--- config.mk ---
export PLATFORM = sky130hd
export DESIGN_NAME = car_mode_ctrl_flat
export DESIGN_NICKNAME = d
export VERILOG_FILES = /design/src/rtl/car_mode_ctrl_if.sv /design/src/rtl/car_mode_ctrl.sv /design/src/flat_wrapper.sv
export SDC_FILE = /design/constraint.sdc
export NUM_CORES = 1
export LEC_CHECK = 0
export ABC_AREA = 0
export CELL_PAD_IN_SITES_DETAIL_PLACEMENT = 1
export CELL_PAD_IN_SITES_GLOBAL_PLACEMENT = 2
export CORE_ASPECT_RATIO = 0.7
export CORE_MARGIN = 4
export CORE_UTILIZATION = 35
export DETAILED_ROUTE_END_ITERATION = 8
export DONT_BUFFER_PORTS = 1
export PLACE_DENSITY_LB_ADDON = 0.2
export SLEW_MARGIN = 20
export SYNTH_ARGS = -nofsm -noshare
export SYNTH_HDL_FRONTEND = slang
export SYNTH_SLANG_ARGS = --single-unit
--- constraint.sdc ---
create_clock -name clk_50M -period 5.54 [get_ports clk_50M]
set_input_delay 0.554 -clock clk_50M [delete_from_list [all_inputs] [get_ports clk_50M]]
set_output_delay 0.554 -clock clk_50M [all_outputs]
set_load 0.01 [all_outputs]
--- src/rtl/car_mode_ctrl_if.sv ---
// Purpose: carries the Zigbee command byte from the radio receiver into the mode controller.
// Latency: none, wires only.
// Backpressure: none; rx_valid is a one-cycle strobe the slave must accept.
interface car_mode_ctrl_if;
  logic       rx_valid;
  logic [7:0] rx_data;

  modport master (output rx_valid, output rx_data);
  modport slave  (input  rx_valid, input  rx_data);
endinterface

--- src/rtl/car_mode_ctrl.sv ---
// Purpose: decodes Zigbee commands into manual/auto modes; runs track, wall, park and cruise behaviours.
// Latency: command -> outputs 2 cycles; sensor change -> outputs 1 cycle; all outputs registered.
// Backpressure: none; every rx_valid strobe is consumed the cycle it arrives.
module car_mode_ctrl #(
  parameter int SPD_W        = 8,
  parameter int DIST_W       = 8,
  parameter int N_LINE       = 4,
  parameter int STARTUP_CYC  = 20_000_000,
  parameter int TICK_CYC     = 6_250_000,
  parameter int DEG_STRAIGHT = 95,
  parameter int DEG_LEFT     = 120,
  parameter int DEG_RIGHT    = 60,
  parameter int MAN_HI       = 30,
  parameter int MAN_LO       = 15,
  parameter int PARK_NEAR    = 35,
  parameter int PARK_SIDE    = 30,
  parameter int PARK_STOP    = 9,
  parameter int WALL_NEAR    = 20,
  parameter int FWD_TICKS    = 11,
  parameter int WALL_TICKS   = 10
) (
  input  logic                clk_50M,
  input  logic                rst,
  car_mode_ctrl_if.slave      rx,
  input  logic [SPD_W-1:0]    button,
  input  logic [DIST_W-1:0]   fwd_dist,
  input  logic [DIST_W-1:0]   back_dist,
  input  logic [1:0]          touch,
  input  logic [1:0]          side_ir,
  input  logic [N_LINE-1:0]   line_ir,
  input  logic [1:0]          signs,
  output logic [SPD_W-1:0]    speed,
  output logic [8:0]          degree,
  output logic                direction,
  output logic                beep_en,
  output logic [SPD_W-1:0]    display,
  output logic [23:0]         light,
  output logic [1:0]          mode,
  output logic [1:0]          sub_state,
  output logic [2:0]          park_state
);

  typedef enum logic [1:0] {M_MANUAL = 2'b00, M_SPDSET = 2'b01, M_FUNC = 2'b10, M_AUTO = 2'b11} mode_t;
  typedef enum logic [1:0] {S_TRACK = 2'b00, S_WALL = 2'b01, S_PARK = 2'b10, S_CRUISE = 2'b11} sub_t;
  typedef enum logic [2:0] {P_IDLE = 3'd0, P_BACK1 = 3'd1, P_FWD = 3'd2, P_BACK2 = 3'd3, P_DONE = 3'd4} park_t;

  localparam int HOLD_W  = (STARTUP_CYC > 0) ? $clog2(STARTUP_CYC + 1) : 1;
  localparam int TICK_W  = (TICK_CYC > 1) ? $clog2(TICK_CYC) : 1;
  localparam int TIMER_W = 8;
  localparam int CNT_W   = $clog2(N_LINE / 2 + 1);

  localparam logic [8:0] D_STR   = 9'(DEG_STRAIGHT);
  localparam logic [8:0] D_LEFT  = 9'(DEG_LEFT);
  localparam logic [8:0] D_RIGHT = 9'(DEG_RIGHT);
  localparam logic [8:0] D_WALL  = 9'd98;
  localparam logic [8:0] D_PK_L  = 9'd110;
  localparam logic [8:0] D_PK_R  = 9'd80;

  localparam logic [SPD_W-1:0]  MAN_HI_S    = SPD_W'(MAN_HI);
  localparam logic [SPD_W-1:0]  MAN_LO_S    = SPD_W'(MAN_LO);
  localparam logic [DIST_W-1:0] PARK_NEAR_D = DIST_W'(PARK_NEAR);
  localparam logic [DIST_W-1:0] PARK_SIDE_D = DIST_W'(PARK_SIDE);
  localparam logic [DIST_W-1:0] PARK_STOP_D = DIST_W'(PARK_STOP);
  localparam logic [DIST_W-1:0] WALL_NEAR_D = DIST_W'(WALL_NEAR);

  // GRB colours
  localparam logic [23:0] C_RED    = 24'h003C00;
  localparam logic [23:0] C_TRACK  = 24'h000050;
  localparam logic [23:0] C_WALL   = 24'h3C0000;
  localparam logic [23:0] C_PARK   = 24'h05A752;
  localparam logic [23:0] C_CRUISE = 24'h505000;

  mode_t              mode_r;
  sub_t               sub_r;
  park_t              park_r;
  logic [4:0]         man_cmd;
  logic [SPD_W-1:0]   init_spd;
  logic               speed_set;
  logic               park_done;
  logic [TIMER_W-1:0] timer;
  logic [HOLD_W-1:0]  hold_cnt;
  logic [TICK_W-1:0]  tick_cnt;
  logic               tick;
  logic [1:0]         signs_q;
  logic [1:0]         sign_rise;
  logic               hold_done;
  logic [CNT_W-1:0]   cnt_l, cnt_r;
  logic               cmd_man, cmd_spd, cmd_sub, cmd_auto;

  assign mode       = mode_r;
  assign sub_state  = sub_r;
  assign park_state = park_r;

  assign hold_done = (hold_cnt == HOLD_W'(STARTUP_CYC));
  assign sign_rise = signs & ~signs_q;

  // Command classes are disjoint prefixes, so decode order does not matter.
  assign cmd_man  = (rx.rx_data[7:5] == 3'b001);
  assign cmd_spd  = (rx.rx_data[7:6] == 2'b01);
  assign cmd_sub  = (rx.rx_data[7:2] == 6'b101010);
  assign cmd_auto = (rx.rx_data[7:5] == 3'b110);

  function automatic logic [SPD_W-1:0] sat_add(input logic [SPD_W-1:0] a, input int unsigned b);
    logic [SPD_W:0] s;
    s = {1'b0, a} + (SPD_W + 1)'(b);
    return s[SPD_W] ? '1 : s[SPD_W-1:0];
  endfunction

  // Count active line sensors on the left (upper) and right (lower) halves.
  always_comb begin
    cnt_l = '0;
    cnt_r = '0;
    for (int i = 0; i < N_LINE / 2; i++) begin
      cnt_r = cnt_r + CNT_W'(line_ir[i]);
      cnt_l = cnt_l + CNT_W'(line_ir[i + N_LINE / 2]);
    end
  end

  // Free-running tick: one pulse every TICK_CYC cycles, never restarted by timer loads.
  always_ff @(posedge clk_50M) begin
    if (rst) begin
      tick_cnt <= '0;
      tick     <= 1'b0;
    end else if (tick_cnt == TICK_W'(TICK_CYC - 1)) begin
      tick_cnt <= '0;
      tick     <= 1'b1;
    end else begin
      tick_cnt <= tick_cnt + 1'b1;
      tick     <= 1'b0;
    end
  end

  // Startup hold counter saturates once the autonomous hold has elapsed.
  always_ff @(posedge clk_50M) begin
    if (rst) hold_cnt <= '0;
    else if (!hold_done) hold_cnt <= hold_cnt + 1'b1;
  end

  // Mode/behaviour FSM and registered outputs; later assignments override earlier ones
  // so sign edges beat behaviour transitions and commands beat everything.
  always_ff @(posedge clk_50M) begin
    if (rst) begin
      mode_r    <= M_AUTO;
      sub_r     <= S_CRUISE;
      park_r    <= P_IDLE;
      man_cmd   <= '0;
      init_spd  <= '0;
      speed_set <= 1'b0;
      park_done <= 1'b0;
      timer     <= '0;
      signs_q   <= '0;
      speed     <= '0;
      degree    <= D_STR;
      direction <= 1'b1;
      beep_en   <= 1'b0;
      display   <= '0;
      light     <= C_RED;
    end else begin
      signs_q <= signs;
      if (tick && timer != '0) timer <= timer - 1'b1;
      if (!speed_set) init_spd <= button;

      display <= (mode_r == M_MANUAL) ? SPD_W'(fwd_dist) : init_spd;

      if (mode_r == M_MANUAL) begin
        case (man_cmd[1:0])
          2'b10:   speed <= MAN_HI_S;
          2'b01:   speed <= MAN_LO_S;
          default: speed <= '0;
        endcase
        case (man_cmd[3:2])
          2'b01:   degree <= D_RIGHT;
          2'b10:   degree <= D_LEFT;
          default: degree <= D_STR;
        endcase
        direction <= ~man_cmd[4];
        beep_en   <= 1'b0;
        light     <= C_RED;
      end else if (!hold_done) begin
        speed     <= '0;
        degree    <= D_STR;
        direction <= 1'b1;
        beep_en   <= 1'b0;
        light     <= C_RED;
      end else begin
        unique case (sub_r)
          S_TRACK: begin
            direction <= 1'b1;
            beep_en   <= 1'b0;
            light     <= C_TRACK;
            if (&line_ir) begin
              speed  <= '0;
              degree <= D_STR;
            end else begin
              speed <= init_spd;
              if (cnt_l > cnt_r)      degree <= D_LEFT;
              else if (cnt_r > cnt_l) degree <= D_RIGHT;
              else                    degree <= D_STR;
            end
          end
          S_WALL: begin
            if (timer != '0) begin
              beep_en <= 1'b1;
              light   <= C_RED;
            end else begin
              beep_en <= 1'b0;
              light   <= C_WALL;
              if (fwd_dist > WALL_NEAR_D) begin
                speed <= init_spd;
                case (touch)
                  2'b00: begin direction <= 1'b0; degree <= D_WALL;  end
                  2'b01: begin direction <= 1'b1; degree <= D_RIGHT; end
                  2'b10: begin direction <= 1'b1; degree <= D_LEFT;  end
                  default: begin direction <= 1'b1; degree <= D_WALL; end
                endcase
              end else begin
                direction <= 1'b0;
                speed     <= sat_add(init_spd, 10);
                timer     <= TIMER_W'(WALL_TICKS);
                if (side_ir[1])      degree <= D_RIGHT;
                else if (side_ir[0]) degree <= D_LEFT;
                else                 degree <= D_WALL;
              end
            end
          end
          S_PARK: begin
            light <= C_PARK;
            case (park_r)
              P_BACK1: begin
                direction <= 1'b0;
                degree    <= D_LEFT;
                speed     <= sat_add(init_spd, 8);
                beep_en   <= 1'b1;
                if (back_dist < PARK_NEAR_D) begin
                  park_r <= P_FWD;
                  timer  <= TIMER_W'(FWD_TICKS);
                end
              end
              P_FWD: begin
                direction <= 1'b1;
                degree    <= D_RIGHT;
                speed     <= sat_add(init_spd, 5);
                beep_en   <= 1'b0;
                if (timer == '0) park_r <= P_BACK2;
              end
              P_BACK2: begin
                direction <= 1'b0;
                beep_en   <= 1'b1;
                speed     <= sat_add(init_spd, 5);
                if (back_dist < PARK_SIDE_D && !side_ir[1])      degree <= D_PK_L;
                else if (back_dist < PARK_SIDE_D && !side_ir[0]) degree <= D_PK_R;
                else                                             degree <= D_STR;
                if (back_dist < PARK_STOP_D) park_r <= P_DONE;
              end
              default: begin
                speed     <= '0;
                degree    <= D_STR;
                direction <= 1'b1;
                beep_en   <= 1'b0;
                if (park_r == P_DONE) park_done <= 1'b1;
              end
            endcase
          end
          S_CRUISE: begin
            speed     <= init_spd;
            degree    <= D_STR;
            direction <= 1'b1;
            beep_en   <= 1'b0;
            light     <= C_CRUISE;
            park_done <= 1'b0;
          end
        endcase

        // Camera signs; a simultaneous command wins and the edge is dropped.
        if (!rx.rx_valid) begin
          if (sign_rise[0] && !park_done) begin
            sub_r  <= S_PARK;
            park_r <= P_BACK1;
            speed  <= '0;
          end else if (sign_rise[1]) begin
            sub_r  <= S_TRACK;
            park_r <= P_IDLE;
          end
        end
      end

      if (rx.rx_valid) begin
        if (cmd_man) begin
          mode_r  <= M_MANUAL;
          man_cmd <= rx.rx_data[4:0];
        end else if (cmd_spd) begin
          init_spd  <= SPD_W'(rx.rx_data[5:0]);
          speed_set <= 1'b1;
          mode_r    <= M_AUTO;
        end else if (cmd_sub) begin
          sub_r  <= sub_t'(rx.rx_data[1:0]);
          park_r <= (rx.rx_data[1:0] == 2'b10) ? P_BACK1 : P_IDLE;
          mode_r <= M_AUTO;
        end else if (cmd_auto) begin
          mode_r <= M_AUTO;
        end
      end
    end
  end

endmodule

--- src/flat_wrapper.sv ---
// flat-port wrapper written by rule: the top's interface ports become plain ports
module car_mode_ctrl_flat 
#(
  parameter int SPD_W        = 8,
  parameter int DIST_W       = 8,
  parameter int N_LINE       = 4,
  parameter int STARTUP_CYC  = 20_000_000,
  parameter int TICK_CYC     = 6_250_000,
  parameter int DEG_STRAIGHT = 95,
  parameter int DEG_LEFT     = 120,
  parameter int DEG_RIGHT    = 60,
  parameter int MAN_HI       = 30,
  parameter int MAN_LO       = 15,
  parameter int PARK_NEAR    = 35,
  parameter int PARK_SIDE    = 30,
  parameter int PARK_STOP    = 9,
  parameter int WALL_NEAR    = 20,
  parameter int FWD_TICKS    = 11,
  parameter int WALL_TICKS   = 10
)
  (clk_50M, rst, button, fwd_dist, back_dist, touch, side_ir, line_ir, signs, speed, degree, direction, beep_en, display, light, mode, sub_state, park_state, rx_rx_valid, rx_rx_data);
  car_mode_ctrl_if rx_i ();
  input  logic clk_50M;
  input  logic rst;
  input  logic [SPD_W-1:0] button;
  input  logic [DIST_W-1:0] fwd_dist;
  input  logic [DIST_W-1:0] back_dist;
  input  logic [1:0] touch;
  input  logic [1:0] side_ir;
  input  logic [N_LINE-1:0] line_ir;
  input  logic [1:0] signs;
  output logic [SPD_W-1:0] speed;
  output logic [8:0] degree;
  output logic direction;
  output logic beep_en;
  output logic [SPD_W-1:0] display;
  output logic [23:0] light;
  output logic [1:0] mode;
  output logic [1:0] sub_state;
  output logic [2:0] park_state;
  input wire logic [$bits(rx_i.rx_valid)-1:0] rx_rx_valid;
  input wire logic [$bits(rx_i.rx_data)-1:0] rx_rx_data;
  assign rx_i.rx_valid = rx_rx_valid;
  assign rx_i.rx_data = rx_rx_data;
  car_mode_ctrl #(.SPD_W(SPD_W), .DIST_W(DIST_W), .N_LINE(N_LINE), .STARTUP_CYC(STARTUP_CYC), .TICK_CYC(TICK_CYC), .DEG_STRAIGHT(DEG_STRAIGHT), .DEG_LEFT(DEG_LEFT), .DEG_RIGHT(DEG_RIGHT), .MAN_HI(MAN_HI), .MAN_LO(MAN_LO), .PARK_NEAR(PARK_NEAR), .PARK_SIDE(PARK_SIDE), .PARK_STOP(PARK_STOP), .WALL_NEAR(WALL_NEAR), .FWD_TICKS(FWD_TICKS), .WALL_TICKS(WALL_TICKS)) u_core (.clk_50M(clk_50M), .rst(rst), .rx(rx_i), .button(button), .fwd_dist(fwd_dist), .back_dist(back_dist), .touch(touch), .side_ir(side_ir), .line_ir(line_ir), .signs(signs), .speed(speed), .degree(degree), .direction(direction), .beep_en(beep_en), .display(display), .light(light), .mode(mode), .sub_state(sub_state), .park_state(park_state));
endmodule
# After elaboration in Yosys (flattened, before gate mapping)
# Cells that the tools add are included.
[word_totals]
elab_cells = 171
mem_bits_ro = 0
output_inout_bits = 58
regBits = 132
ram_bits = 0
input_bits = 45
n_memories = 0
latch_bits = 0
[op_classes]
n_addsub = 8
shifts = 0
n_bitwise = 6
n_lt_le_gt_ge = 6
reduce_logical = 25
n_mux = 85
eq_ne = 23
div_mod_pow = 0
multipliers = 0
[op_table]
columns = ["op", "count"]
rows = [
  ["$mux W8", 22],
  ["$pmux W24 S4", 1],
  ["$mux W9", 8],
  ["$mux W3", 13],
  ["$pmux W9 S4", 1],
  ["$pmux W8 S2", 2],
  ["$pmux W8 S4", 1],
  ["$pmux W7 S2", 2],
  ["$pmux W9 S3", 1],
  ["$mux W2", 13],
  ["$add A25 B1 Y25 const B", 1],
  ["$eq A25 B25 Y1 const B", 1],
  ["$add A23 B1 Y23 const B", 1],
  ["$eq A23 B23 Y1 const B", 1],
  ["$mux W22", 1],
  ["$add A8 B4 Y9 const B", 2],
  ["$eq A2 B2 Y1 const B", 6],
  ["$mux W1", 12],
  ["$eq A2 B1 Y1 const B", 5],
  ["$pmux W5 S2", 1],
  ["$add A8 B3 Y9 const B", 1],
  ["$pmux W3 S3", 1],
  ["$gt A8 B5 Y1 const B", 1],
  ["$logic_not A8 Y1", 1],
  ["other kinds (33)", 54],
]

# Longest topological paths before layout
[logic_depth]
depth_word = 13
depth_mapped = 9

# Least setup slack after synthesis
# OpenSTA, ideal clock, no wires.
[synth_path]
path_kind = "in2reg"
from = "in line_ir[2]"
to = "reg u_core.degree[2]"
path_stages = 7
required_time_ns = 5.416
setup_slack_ns = 3.487
arrival_ns = 1.929
path_buffers = 0
setup_ns = 0.124
cell_sequence = "ha_1 -> ha_1 -> a21oi_1 -> a211o_1 -> a32o_1 -> nor4b_1 -> o21ai_0"
[synth_between]
elab_chain_cells = 7
elab_cells_between_ends = 8
[synth_lines]
columns = ["item", "line_no", "source"]
rows = [
  ["from (decl)", "flat_wrapper.sv:30", "input logic [N_LINE-1:0] line_ir;"],
  ["$add A1 B1 Y2", "car_mode_ctrl.sv:115", "cnt_l = cnt_l + CNT_W'(line_ir[i + N_LINE / 2]);"],
  ["$gt A2 B2 Y1", "car_mode_ctrl.sv:196", "if (cnt_l > cnt_r) degree <= D_LEFT;"],
  ["$mux W9", "car_mode_ctrl.sv:196", ""],
  ["$mux W9 (*)", "car_mode_ctrl.sv:191", "if (&line_ir) begin"],
  ["$pmux W9 S4 (*)", "car_mode_ctrl.sv:186", "unique case (sub_r)"],
  ["$mux W9 (*)", "car_mode_ctrl.sv:179", "end else if (!hold_done) begin"],
  ["$mux W9 (*)", "car_mode_ctrl.sv:165", "if (mode_r == M_MANUAL) begin"],
  ["to (signal assigned)", "car_mode_ctrl.sv:181", "degree <= D_STR;"],
  ["to (signal assigned)", "car_mode_ctrl.sv:193", "degree <= D_STR;"],
  ["to (signal assigned)", "car_mode_ctrl.sv:196", ""],
  ["to (decl)", "car_mode_ctrl.sv:33", "output logic [8:0] degree,"],
]
# Every way passes the cells marked *; elsewhere a longest branch is shown, timed or not.
# A chain may end at the register's enable or synchronous reset.

# Worst setup path in the final report
[layout_path]
from = "reg u_core.hold_cnt[0]"
to = "reg u_core.degree[4]"
[layout_between]
elab_chain_cells = 3
elab_cells_between_ends = 4
[layout_lines]
columns = ["item", "line_no", "source"]
rows = [
  ["from (decl)", "car_mode_ctrl.sv:81", "logic [HOLD_W-1:0] hold_cnt;"],
  ["from (signal assigned)", "car_mode_ctrl.sv:136", "else if (!hold_done) hold_cnt <= hold_cnt + 1'b1;"],
  ["$eq A25 B25 Y1 (*)", "car_mode_ctrl.sv:94", "assign hold_done = (hold_cnt == HOLD_W'(STARTUP_CYC));"],
  ["$mux W9", "car_mode_ctrl.sv:179", ""],
  ["$mux W9", "car_mode_ctrl.sv:165", ""],
  ["to (signal assigned)", "car_mode_ctrl.sv:172", "2'b01: degree <= D_RIGHT;"],
  ["to (signal assigned)", "car_mode_ctrl.sv:173", "2'b10: degree <= D_LEFT;"],
  ["to (signal assigned)", "car_mode_ctrl.sv:181", ""],
]
# Marks and branches as above.

==> results by group <==
Status
  • Run status: complete, no violations

Layout
  • Register Area: 2282 sq um
  • Non-filler cells, final: between 1000 and 1500
  • Layout area overhead: 9.345%
  • Multi-input logic area: 3750 sq um
  • Share of layout cells above drive strength 1: 0.06049
  • Core Util, Final: 0.3908
  • ANT cells: 0
  • Final instance area: 7057 sq um
  • Nets: roughly 840
  • Fillers: 2142

Power and ir drop
  • Max VDD drop: 0.0001436 V
  • PwrDens: slightly below 300 nW/um^2
  • Total power: 2.090 mW
  • Leakage: 2.543 nW

Floorplan
  • I/O Pins: 103
  • Die ar.: 20710 sq um
  • Initial core utilization: 0.3574
  • Chip Width: 170.3 microns
  • Core area: 18060 sq um
  • Rows: 41
  • Die Ht: around 120 microns

Critical path
  • Crit end category: flip-flop
  • Nature of the critical path startpoint: flip-flop
  • Crit-path max FO: 6
  • Crit Path Class: flip-flop to flip-flop
  • Data required, critical path: 5810 ps
  • WP data arrival: just over 3000 ps

Timing
  • Crit share post-route: 0.5121
  • Worst Tran Pin Value: 873.1 ps
  • RSZ-0062 raised after global routing: no
  • Setup TNS: 0 ps
  • Final setup margin: roughly 2700 ps
  • Number of hold violations in the final report: 0
  • Max-slew violations: 0
  • Fmax achieved: 352.5 MHz
  • Setup-failing EPs final: 0
  • Max-slew headroom: 0.4179
  • Hold_ws: 228.7 ps
  • Post-layout min period: approximately 2800 ps
  • Worst Skew: slightly above 6 ps

Drt
  • Via count: between 5000 and 6000
  • First drt pass iteration count: 5
  • Drc violations: 0
  • Routed Antenna Nets: 0
  • Number of vias per cell: 5.653
  • Iteration-0 DRC Markers: 299
  • Wirelength per Cell: 20.59 microns
  • Drt total wl: between 20 and 25 mm

CTS
  • CTS buffer count: 17
  • Reg clk slew, reported paths: ~60 ps
  • Clk root buf: clkbuf_16
  • Clock tree buffer depth: 2
  • H-tree levels: 4
  • Clock sinks: about 110
  • Post-cts sizing count: 0
  • CTS tree: yes
  • Number of post-CTS setup repair buffers: 0
  • Hold buffer count at cts: 0
  • Worst skew pair latency: 420 ps

Synth
  • Synth top area cells: dfxtp_1 35%, nor2_1 6.6%, ha_1 4.8%
  • Register area share after synthesis: 0.3536
  • Mapped Avg Cell Area: 8.077 sq um
  • Cell Area, Synth: 6454 sq um
  • EDFF count, synth: 0
  • Netlist cell types: 70
  • Ys flop type: dfxtp_1
  • Post-synth ARST share: 0
  • Synth Instances: 799
  • Synth top area share: 0.3536
  • Cell taking the most area after synthesis: dfxtp_1
  • Ys Warns: 0
  • Post-synthesis register bit count: 114

GRT
  • Largest net degree at the start of global routing: 73
  • Antenna violations before repair: 0
  • Vias in the first global route: 5691
  • First-pass GRT wire length: about 32 mm
  • GRT Total Usage: 0.2027
  • Grt ovf: 0

Placed design
  • Placed cell area: 6462 sq um
  • Placer Congestion: between 0.8 and 0.9
  • Post-DP HPWL: roughly 15 mm
  • DP Cell Count: 982
  • Post-place setup slack: approximately 2800 ps
  • I/O Buffers: 0

Worst hold path
  • Hold Path Class: input port to flip-flop

Flow run
  • Max Cap Viol: 0
==> final cells by class <==
type                       instances  share of cell area
sequential                       114              0.3234
timing repair buffer               1            0.001064
tap                              236             0.04184
clock inverter                    10             0.01897
multi-input combinational        597              0.5314
clock buffer                      21             0.06525
inverter                          34             0.01809
==> sequential cells by signal (all words and copies together) (netlist names), 5 cells and up <==
signal           cells
u_core.display       8
u_core.init_spd      8
u_core.timer         8
u_core.speed         8
u_core.hold_cnt     25
u_core.light         9
u_core.tick_cnt     23
u_core.degree        7
u_core.man_cmd       5
==> critical path, stage by stage, from the launching register on <==
cell	delay, ps
dfxtp_1	350
inv_1	100
ha_1	140
or3b_2	470
nor3_2	250
and4_1	430
nand3_1	140
a311oi_1	650
a21oi_1	140
==> layer usage <==
metal / global-route usage / part of all wire
met5: 0 / 0
met4: 0.05436 / 0.0090
met3: 0.06033 / 0.069
met2: 0.3174 / 0.45
met1: 0.2738 / 0.47
==> report_power, final <==
| part | switching [mW] | internal [mW] |
|---|---|---|
| registers | 0.0294 | 0.835 |
| clock network | 0.399 | 0.725 |
| logic | 0.0612 | 0.0407 |
| total | 0.490 | 1.60 |
==> cells by family (layout without fill, tap and decap cells) <==
logic type	Yosys count	after routing	synth area share
compound gates	166	166	0.1706
xor+xnor	48	48	0.06514
fa+ha+maj	25	25	0.04847
buf+inv	96	66	0.06999
flops	114	114	0.3536
mux	23	23	0.03567
other cells	1	9	0.0005811
simple gates	326	326	0.2559
==> path summary, 6_finish.rpt <==
check | start | end | slack, ps | depth (start not counted)
max | u_core.hold_cnt[0] | u_core.degree[4] | 2700 | 8
min | rst | u_core.signs_q[0] | 230 | 1
max reg2reg | u_core.hold_cnt[0] | u_core.degree[4] | 2700 | 8
min reg2reg | u_core.tick_cnt[0] | u_core.tick_cnt[0] | 480 | 1
==> cell usage after synthesis (13+ instances only) <==
cell type,instances
clkbuf_1,34
a31oi_1,18
nor2b_1,13
nand4_1,19
nand3_1,37
inv_1,34
nand2_1,47
xor2_1,29
dfxtp_1,114
xnor2_1,19
mux2i_1,23
ha_1,25
o21ai_0,41
nor3_1,21
buf_4,19
a21oi_1,32
nor2_1,113
==> layout by cell type, fill, tap and decap left out, types with 11 or more instances in the layout <==
cell / n
xor2_1: 29
inv_1: 34
a211oi_1: 11
ha_1: 25
dfxtp_1: 114
clkbuf_16: 17
a21oi_1: 32
o21ai_0: 41
mux2i_1: 23
nand2_1: 47
nor2b_1: 13
nor3_1: 21
nand4_1: 19
nand3_1: 37
nor2_1: 113
xnor2_1: 19
and3_1: 11
a31oi_1: 18
Power figures use the tool's default switching activity.
